**config.mk**
```make
export PLATFORM = sky130hd
export DESIGN_NAME = mem_port_arbiter_flat
export DESIGN_NICKNAME = d
export VERILOG_FILES = /design/src/rtl/mem_port_arbiter_if.sv /design/src/rtl/mem_port_arbiter.sv /design/src/flat_wrapper.sv
export SDC_FILE = /design/constraint.sdc
export NUM_CORES = 1
export LEC_CHECK = 0
export ABC_AREA = 1
export CORE_AREA = 2 2 116 118
export DETAILED_ROUTE_END_ITERATION = 8
export DIE_AREA = 0 0 118 120
export GPL_ROUTABILITY_DRIVEN = 0
export PLACE_DENSITY = 0.51
export SYNTH_ARGS = -nofsm -noshare
export SYNTH_HDL_FRONTEND = slang
export SYNTH_SLANG_ARGS = --single-unit
```
**constraint.sdc**
```tcl
create_clock -name clk -period 1.55 [get_ports clk]
set_clock_uncertainty 0.15 [all_clocks]
set_input_delay 0.31 -clock clk [delete_from_list [all_inputs] [get_ports clk]]
set_output_delay 0.31 -clock clk [all_outputs]
set_load 0.01 [all_outputs]
```
**src/rtl/mem_port_arbiter_if.sv**
```systemverilog
// Requester and memory-side signal bundle for mem_port_arbiter.
// slave = arbiter side, master = requesters plus memory.
interface mem_port_arbiter_if #(
   parameter int ADDR_W = 32,
   parameter int DATA_W = 32
);
   logic              m0_req;
   logic              m0_we;
   logic [ADDR_W-1:0] m0_addr;
   logic [DATA_W-1:0] m0_wdata;
   logic              m0_gnt;
   logic              m0_rvalid;
   logic [DATA_W-1:0] m0_rdata;

   logic              m1_req;
   logic              m1_we;
   logic [ADDR_W-1:0] m1_addr;
   logic [DATA_W-1:0] m1_wdata;
   logic              m1_lock;
   logic              m1_gnt;
   logic              m1_rvalid;
   logic [DATA_W-1:0] m1_rdata;

   logic              mem_en;
   logic              mem_we;
   logic [ADDR_W-1:0] mem_addr;
   logic [DATA_W-1:0] mem_wdata;
   logic [DATA_W-1:0] mem_rdata;

   modport slave (
      input  m0_req, m0_we, m0_addr, m0_wdata,
      input  m1_req, m1_we, m1_addr, m1_wdata, m1_lock,
      input  mem_rdata,
      output m0_gnt, m0_rvalid, m0_rdata,
      output m1_gnt, m1_rvalid, m1_rdata,
      output mem_en, mem_we, mem_addr, mem_wdata
   );

   modport master (
      output m0_req, m0_we, m0_addr, m0_wdata,
      output m1_req, m1_we, m1_addr, m1_wdata, m1_lock,
      output mem_rdata,
      input  m0_gnt, m0_rvalid, m0_rdata,
      input  m1_gnt, m1_rvalid, m1_rdata,
      input  mem_en, mem_we, mem_addr, mem_wdata
   );
endinterface

```
**src/rtl/mem_port_arbiter.sv**
```systemverilog
// Two-port arbiter (fetch = port 0, load/store = port 1) onto one single-port RAM, with port 1 lock.
// Define ARB_ROUND_ROBIN_EN for round-robin contention; default build is fixed priority to port 1.
module mem_port_arbiter #(
   parameter int ADDR_W = 32,
   parameter int DATA_W = 32
) (
   input  logic              clk,
   input  logic              rst,
   mem_port_arbiter_if.slave bus
);
   typedef enum logic {UNLOCKED, LOCKED} lock_state_e;

   lock_state_e       state_q, state_d;
   logic              rv0_q, rv1_q;
   logic              gnt0, gnt1;
   logic              we_mux;
   logic [ADDR_W-1:0] addr_mux;
   logic [DATA_W-1:0] wdata_mux;

`ifdef ARB_ROUND_ROBIN_EN
   logic ptr_q, ptr_d;  // 1 = port 1 wins the next contention

   always_ff @(posedge clk or negedge rst) begin
      if (!rst) ptr_q <= 1'b1;
      else      ptr_q <= ptr_d;
   end

   always_comb begin
      ptr_d = ptr_q;
      if (gnt0)      ptr_d = 1'b1;
      else if (gnt1) ptr_d = 1'b0;
   end
`endif

   always_ff @(posedge clk or negedge rst) begin
      if (!rst) state_q <= UNLOCKED;
      else      state_q <= state_d;
   end

   // Every port 1 grant re-samples the lock; otherwise the state holds.
   always_comb begin
      state_d = state_q;
      if (gnt1) state_d = bus.m1_lock ? LOCKED : UNLOCKED;
   end

   always_comb begin
      gnt0 = 1'b0;
      gnt1 = 1'b0;
      if (rst) begin
         if (state_q == LOCKED) begin
            gnt1 = bus.m1_req;
         end else if (bus.m0_req && bus.m1_req) begin
`ifdef ARB_ROUND_ROBIN_EN
            gnt1 = ptr_q;
            gnt0 = ~ptr_q;
`else
            gnt1 = 1'b1;
`endif
         end else begin
            gnt0 = bus.m0_req;
            gnt1 = bus.m1_req;
         end
      end
   end

   always_comb begin
      we_mux    = 1'b0;
      addr_mux  = '0;
      wdata_mux = '0;
      if (gnt1) begin
         we_mux    = bus.m1_we;
         addr_mux  = bus.m1_addr;
         wdata_mux = bus.m1_wdata;
      end else if (gnt0) begin
         we_mux    = bus.m0_we;
         addr_mux  = bus.m0_addr;
         wdata_mux = bus.m0_wdata;
      end
   end

   always_ff @(posedge clk or negedge rst) begin
      if (!rst) begin
         rv0_q <= 1'b0;
         rv1_q <= 1'b0;
      end else begin
         rv0_q <= gnt0 & ~bus.m0_we;
         rv1_q <= gnt1 & ~bus.m1_we;
      end
   end

   assign bus.m0_gnt    = gnt0;
   assign bus.m1_gnt    = gnt1;
   assign bus.mem_en    = gnt0 | gnt1;
   assign bus.mem_we    = we_mux;
   assign bus.mem_addr  = addr_mux;
   assign bus.mem_wdata = wdata_mux;
   assign bus.m0_rvalid = rv0_q;
   assign bus.m1_rvalid = rv1_q;
   assign bus.m0_rdata  = bus.mem_rdata;
   assign bus.m1_rdata  = bus.mem_rdata;
endmodule

```
**src/flat_wrapper.sv**
```systemverilog
// flat-port wrapper written by rule: the top's interface ports become plain ports
module mem_port_arbiter_flat 
#(
   parameter int ADDR_W = 32,
   parameter int DATA_W = 32
)
  (clk, rst, bus_m0_req, bus_m0_we, bus_m0_addr, bus_m0_wdata, bus_m1_req, bus_m1_we, bus_m1_addr, bus_m1_wdata, bus_m1_lock, bus_mem_rdata, bus_m0_gnt, bus_m0_rvalid, bus_m0_rdata, bus_m1_gnt, bus_m1_rvalid, bus_m1_rdata, bus_mem_en, bus_mem_we, bus_mem_addr, bus_mem_wdata);
  mem_port_arbiter_if #(.ADDR_W(ADDR_W), .DATA_W(DATA_W)) bus_i ();
  input  logic clk;
  input  logic rst;
  input wire logic [$bits(bus_i.m0_req)-1:0] bus_m0_req;
  input wire logic [$bits(bus_i.m0_we)-1:0] bus_m0_we;
  input wire logic [$bits(bus_i.m0_addr)-1:0] bus_m0_addr;
  input wire logic [$bits(bus_i.m0_wdata)-1:0] bus_m0_wdata;
  input wire logic [$bits(bus_i.m1_req)-1:0] bus_m1_req;
  input wire logic [$bits(bus_i.m1_we)-1:0] bus_m1_we;
  input wire logic [$bits(bus_i.m1_addr)-1:0] bus_m1_addr;
  input wire logic [$bits(bus_i.m1_wdata)-1:0] bus_m1_wdata;
  input wire logic [$bits(bus_i.m1_lock)-1:0] bus_m1_lock;
  input wire logic [$bits(bus_i.mem_rdata)-1:0] bus_mem_rdata;
  output wire logic [$bits(bus_i.m0_gnt)-1:0] bus_m0_gnt;
  output wire logic [$bits(bus_i.m0_rvalid)-1:0] bus_m0_rvalid;
  output wire logic [$bits(bus_i.m0_rdata)-1:0] bus_m0_rdata;
  output wire logic [$bits(bus_i.m1_gnt)-1:0] bus_m1_gnt;
  output wire logic [$bits(bus_i.m1_rvalid)-1:0] bus_m1_rvalid;
  output wire logic [$bits(bus_i.m1_rdata)-1:0] bus_m1_rdata;
  output wire logic [$bits(bus_i.mem_en)-1:0] bus_mem_en;
  output wire logic [$bits(bus_i.mem_we)-1:0] bus_mem_we;
  output wire logic [$bits(bus_i.mem_addr)-1:0] bus_mem_addr;
  output wire logic [$bits(bus_i.mem_wdata)-1:0] bus_mem_wdata;
  assign bus_i.m0_req = bus_m0_req;
  assign bus_i.m0_we = bus_m0_we;
  assign bus_i.m0_addr = bus_m0_addr;
  assign bus_i.m0_wdata = bus_m0_wdata;
  assign bus_i.m1_req = bus_m1_req;
  assign bus_i.m1_we = bus_m1_we;
  assign bus_i.m1_addr = bus_m1_addr;
  assign bus_i.m1_wdata = bus_m1_wdata;
  assign bus_i.m1_lock = bus_m1_lock;
  assign bus_i.mem_rdata = bus_mem_rdata;
  assign bus_m0_gnt = bus_i.m0_gnt;
  assign bus_m0_rvalid = bus_i.m0_rvalid;
  assign bus_m0_rdata = bus_i.m0_rdata;
  assign bus_m1_gnt = bus_i.m1_gnt;
  assign bus_m1_rvalid = bus_i.m1_rvalid;
  assign bus_m1_rdata = bus_i.m1_rdata;
  assign bus_mem_en = bus_i.mem_en;
  assign bus_mem_we = bus_i.mem_we;
  assign bus_mem_addr = bus_i.mem_addr;
  assign bus_mem_wdata = bus_i.mem_wdata;
  mem_port_arbiter #(.ADDR_W(ADDR_W), .DATA_W(DATA_W)) u_core (.clk(clk), .rst(rst), .bus(bus_i));
endmodule
```
Word level (Yosys, flattened, before mapping)
Cells that the tools add are included.
{"block": "word_totals", "regBits": 3, "in_bits": 167, "output_inout_bits": 134, "wordCells": 22}
{"block": "classes", "mux": 13, "bitwise_logic": 5, "reduce_logical": 1}
{"operator": "two-way mux 32 bit", "n": 4}
{"operator": "two-way mux 1 bit", "n": 9}
{"operator": "AND 1 bit", "n": 2}
{"operator": "inverter 1 bit", "n": 2}
{"operator": "logical AND 1 bit", "n": 1}
{"operator": "bitwise OR 1 bit", "n": 1}

Logic depth before layout (Yosys ltp)
{"block": "depth", "ltp_word": 6, "mapped_depth": 6, "depth_no_buf": 4}

Worst setup path after synthesis
OpenSTA, ideal clock, no wires.
{"block": "synth_path", "path_kind": "register to output", "startpoint": "reg u_core.state_q", "endpoint": "out bus_mem_addr[0]", "arrival_time_ps": 941, "t_required_ps": 1090, "slack_ps": 149, "stages_incl_launch_ff": 6, "n_path_buf": 2, "path_cell_list": "dfrtp_1 > nor2_2 > buf_4 > buf_4 > nand3_1 > nand2_1"}
{"block": "synth_between", "elab_chain_len": 4, "elab_cells_between_ends": 6, "classes_between": "mux: 6"}
{"item": "from (decl)", "line_no": "mem_port_arbiter.sv:13", "text": "lock_state_e state_q, state_d;"}
{"item": "from (signal assigned)", "line_no": "mem_port_arbiter.sv:37", "text": "else state_q <= state_d;"}
{"item": "two-way mux 1 bit", "line_no": "mem_port_arbiter.sv:50", "text": "if (state_q == LOCKED) begin"}
{"item": "two-way mux 1 bit", "line_no": "mem_port_arbiter.sv:49", "text": "if (rst) begin"}
{"item": "two-way mux 32 bit", "line_no": "mem_port_arbiter.sv:74", "text": "end else if (gnt0) begin"}
{"item": "two-way mux 32 bit (*)", "line_no": "mem_port_arbiter.sv:70", "text": "if (gnt1) begin"}
{"item": "to (decl)", "line_no": "flat_wrapper.sv:29", "text": "output wire logic [$bits(bus_i.mem_addr)-1:0] bus_mem_addr;"}
Every way passes the cells marked *; elsewhere a longest branch is shown, timed or not.

Worst setup path in the final report
{"block": "layout_path", "startpoint": "reg u_core.state_q", "endpoint": "out bus_mem_wdata[2]"}
{"block": "layout_between", "elab_chain_len": 4, "elab_cells_between_ends": 6, "classes_between": "mux: 6"}
{"item": "two-way mux 1 bit", "line_no": "mem_port_arbiter.sv:50"}
{"item": "two-way mux 1 bit", "line_no": "mem_port_arbiter.sv:49"}
{"item": "two-way mux 32 bit", "line_no": "mem_port_arbiter.sv:74"}
{"item": "two-way mux 32 bit (*)", "line_no": "mem_port_arbiter.sv:70"}
{"item": "to (decl)", "line_no": "flat_wrapper.sv:30", "text": "output wire logic [$bits(bus_i.mem_wdata)-1:0] bus_mem_wdata;"}
Marked as above.

==> results.md <==
- Status: finished, violations left
- Violated checks: negative setup slack
- Worst-Margin Slew: 131 ps
- First-pass GRT wire length: ~13000 um
- Sequential area share after synthesis: ~4.8%
- Syn Area/Cell: 5.28 sq um
- Io pins: 301
- Vias: 2448
- Setup WS pre-CTS: -978 ps
- Worst min-delay path category: reg2reg
- Critical Path Start: u_core.state_q
- Drt initial violations: 80
- Root buf cell: clkbuf_16
- Mapped Nets: 463
- Fin area: 3610 sq um
- Final Util: 27.8%
- PortBufs: around 200
- Slew headroom: 91.2%
- Core area: 13000 sq um
- Later-pin clock latency in the skew report: between 200 and 250 ps
- Clk sinks: 3
- Worst VDD drop: 210 uV
- Placed Cells: about 610
- Critical Path Source Type: register
- Initial core utilization: ~12%
- Maxcap violations: 0
- Total congestion overflow: 0
- Initial antenna violation count: 0
- Fraction of layout cells with a size suffix above 1: 27.5%
- Ratio of final minimum period to clock period: 123%
- Drc violations: 0
- Worst setup EP type: primary output
- DP Area: 3420 sq um
- Num rows: 42
- Power density cells: 412 nW/um^2
- Max FO, Critical Path: 11
- Worst EP arrival: 1450 ps
- Diode count: 0
- RSZ-0062 raised after global routing: yes
- Hold Crit Start: u_core.state_q
- Vert. Die Dim: 120 um
- Die X: 118 um
- H-tree depth: 1
- Fmax: 0.524 GHz
- Filler cell count: 1461
- CTS buffer count: 3
- Final worst slack: -359 ps
- Vias in the first global route: 2520
- WL/cell: 14.0 um
- Crit Path Category: reg2out
- CTS tree: built
- Crit Reg-Reg Startpoint: u_core.state_q
- Pwr Total: 1.49 mW
- Synthesized instance count: 296
- Vias per cell: 3.86
- Final TNS setup: -17500 ps
- GR Util All Layers: 11.3%
- Final wirelength: around 8900 um
- Final ANT Viol Nets: 0
- Area delta synth->final: 131%
- Leak: between 1.5 and 2 nW
- Final Instance Count excl. Fillers: 635
- Cell Area, Synth: 1560 sq um
- Die Area: around 14000 sq um
- Max-slew violations: 0
- Dpl hpwl: roughly 6500 um
- # nets final: 627
- CTS clk-pin slew, worst paths: ~30 ps
- Largest net degree at the start of global routing: 23
- Worst-case clock buffer depth: 2
- Crit path required time: ~1100 ps
- Register bit total from synthesis: 3
- Drt first pass iters: 4
- Setup-failing EPs final: 67
- Endpoints failing hold: 0
- Synth cell types: 11
- WHS: 386 ps
- Yosys Warn Count: 0
- Final min period: 1910 ps
[layer usage]
layer / up-vias / global-route usage (%) / part of all wire, % / wire length, um
li1: 1195 / - / - / -
met1: 1069 / 11.6 / 36 / 3230
met2: 153 / 21.8 / 51 / 4570
met3: 31 / 3.23 / 9.3 / 822
met4: 0 / 3.77 / 2.8 / 250
met5: - / 0 / 0 / 0
[critical path, stage by stage, from the launching register on]
cell and delay (ps):
dfrtp_1 400, nor2_4 150, buf_4 160, clkbuf_16 160, nand3_1 70, nand2_1 60, clkdlybuf4s15_2 230
[power breakdown]
part	switching, mW	total [mW]	internal [mW]
combinational	0.382	0.984	0.602
sequential	0.00394	0.0877	0.0838
clock	0.0749	0.415	0.340
total	0.461	1.49	1.03
[cell families after synthesis]
group,share of synthesized area [%]
and+or+nand+nor,54.6
buffers and inverters,40.6
DFF,4.80
[layout by cell type, fill, tap and decap left out, drive strengths merged]
| cell type | n |
|---|---|
| nand3 | 65 |
| clkbuf | 23 |
| dlygate4sd3 | 1 |
| dfrtp | 3 |
| nor2 | 3 |
| clkdlybuf4s50 | 133 |
| nand2 | 137 |
| buf | 86 |
| inv | 3 |
| clkdlybuf4s15 | 5 |
[synth_stat cells (all sizes together)]
library cell  instances  area share (%)
buf                  84              40
clkbuf                1            0.24
dfrtp                 3             4.8
inv                   3            0.72
nand2               137              33
nand3                65              21
nor2                  3            0.88
[final timing paths]
path	endpoint	slack (ps)	cells after the start
min reg2reg	u_core.state_q	390	2
max reg2reg	u_core.bus.m0_rvalid	300	6
max in group asynchronous	u_core.bus.m1_rvalid	670	3
min in group asynchronous	u_core.state_q	490	3
min	u_core.state_q	390	2
max	bus_mem_wdata[2]	-360	6
[repair_timing]
action,4_1_cts,5_1_grt
setup buffers,8,7
hold buffers,1,0
pin swaps,2,4
cloned,5,3
resized for setup,233,70
endpoints found under the setup margin,69,68
endpoints found under the hold margin,3,0
[area by class of cell]
type	count	area, sq um	area share (%)
clock buffer	4	78.8	2.19
tap	176	220	6.11
sequential	3	75.1	2.08
multi-input combinational	205	911	25.3
inverter	3	21.3	0.590
timing repair buffer	244	2300	63.8
[registers in the layout, indices dropped and copies added (netlist names)]
name	count
u_core.bus.m0_rvalid	1
u_core.bus.m1_rvalid	1
u_core.state_q	1
(Power assumes the default switching activity.)
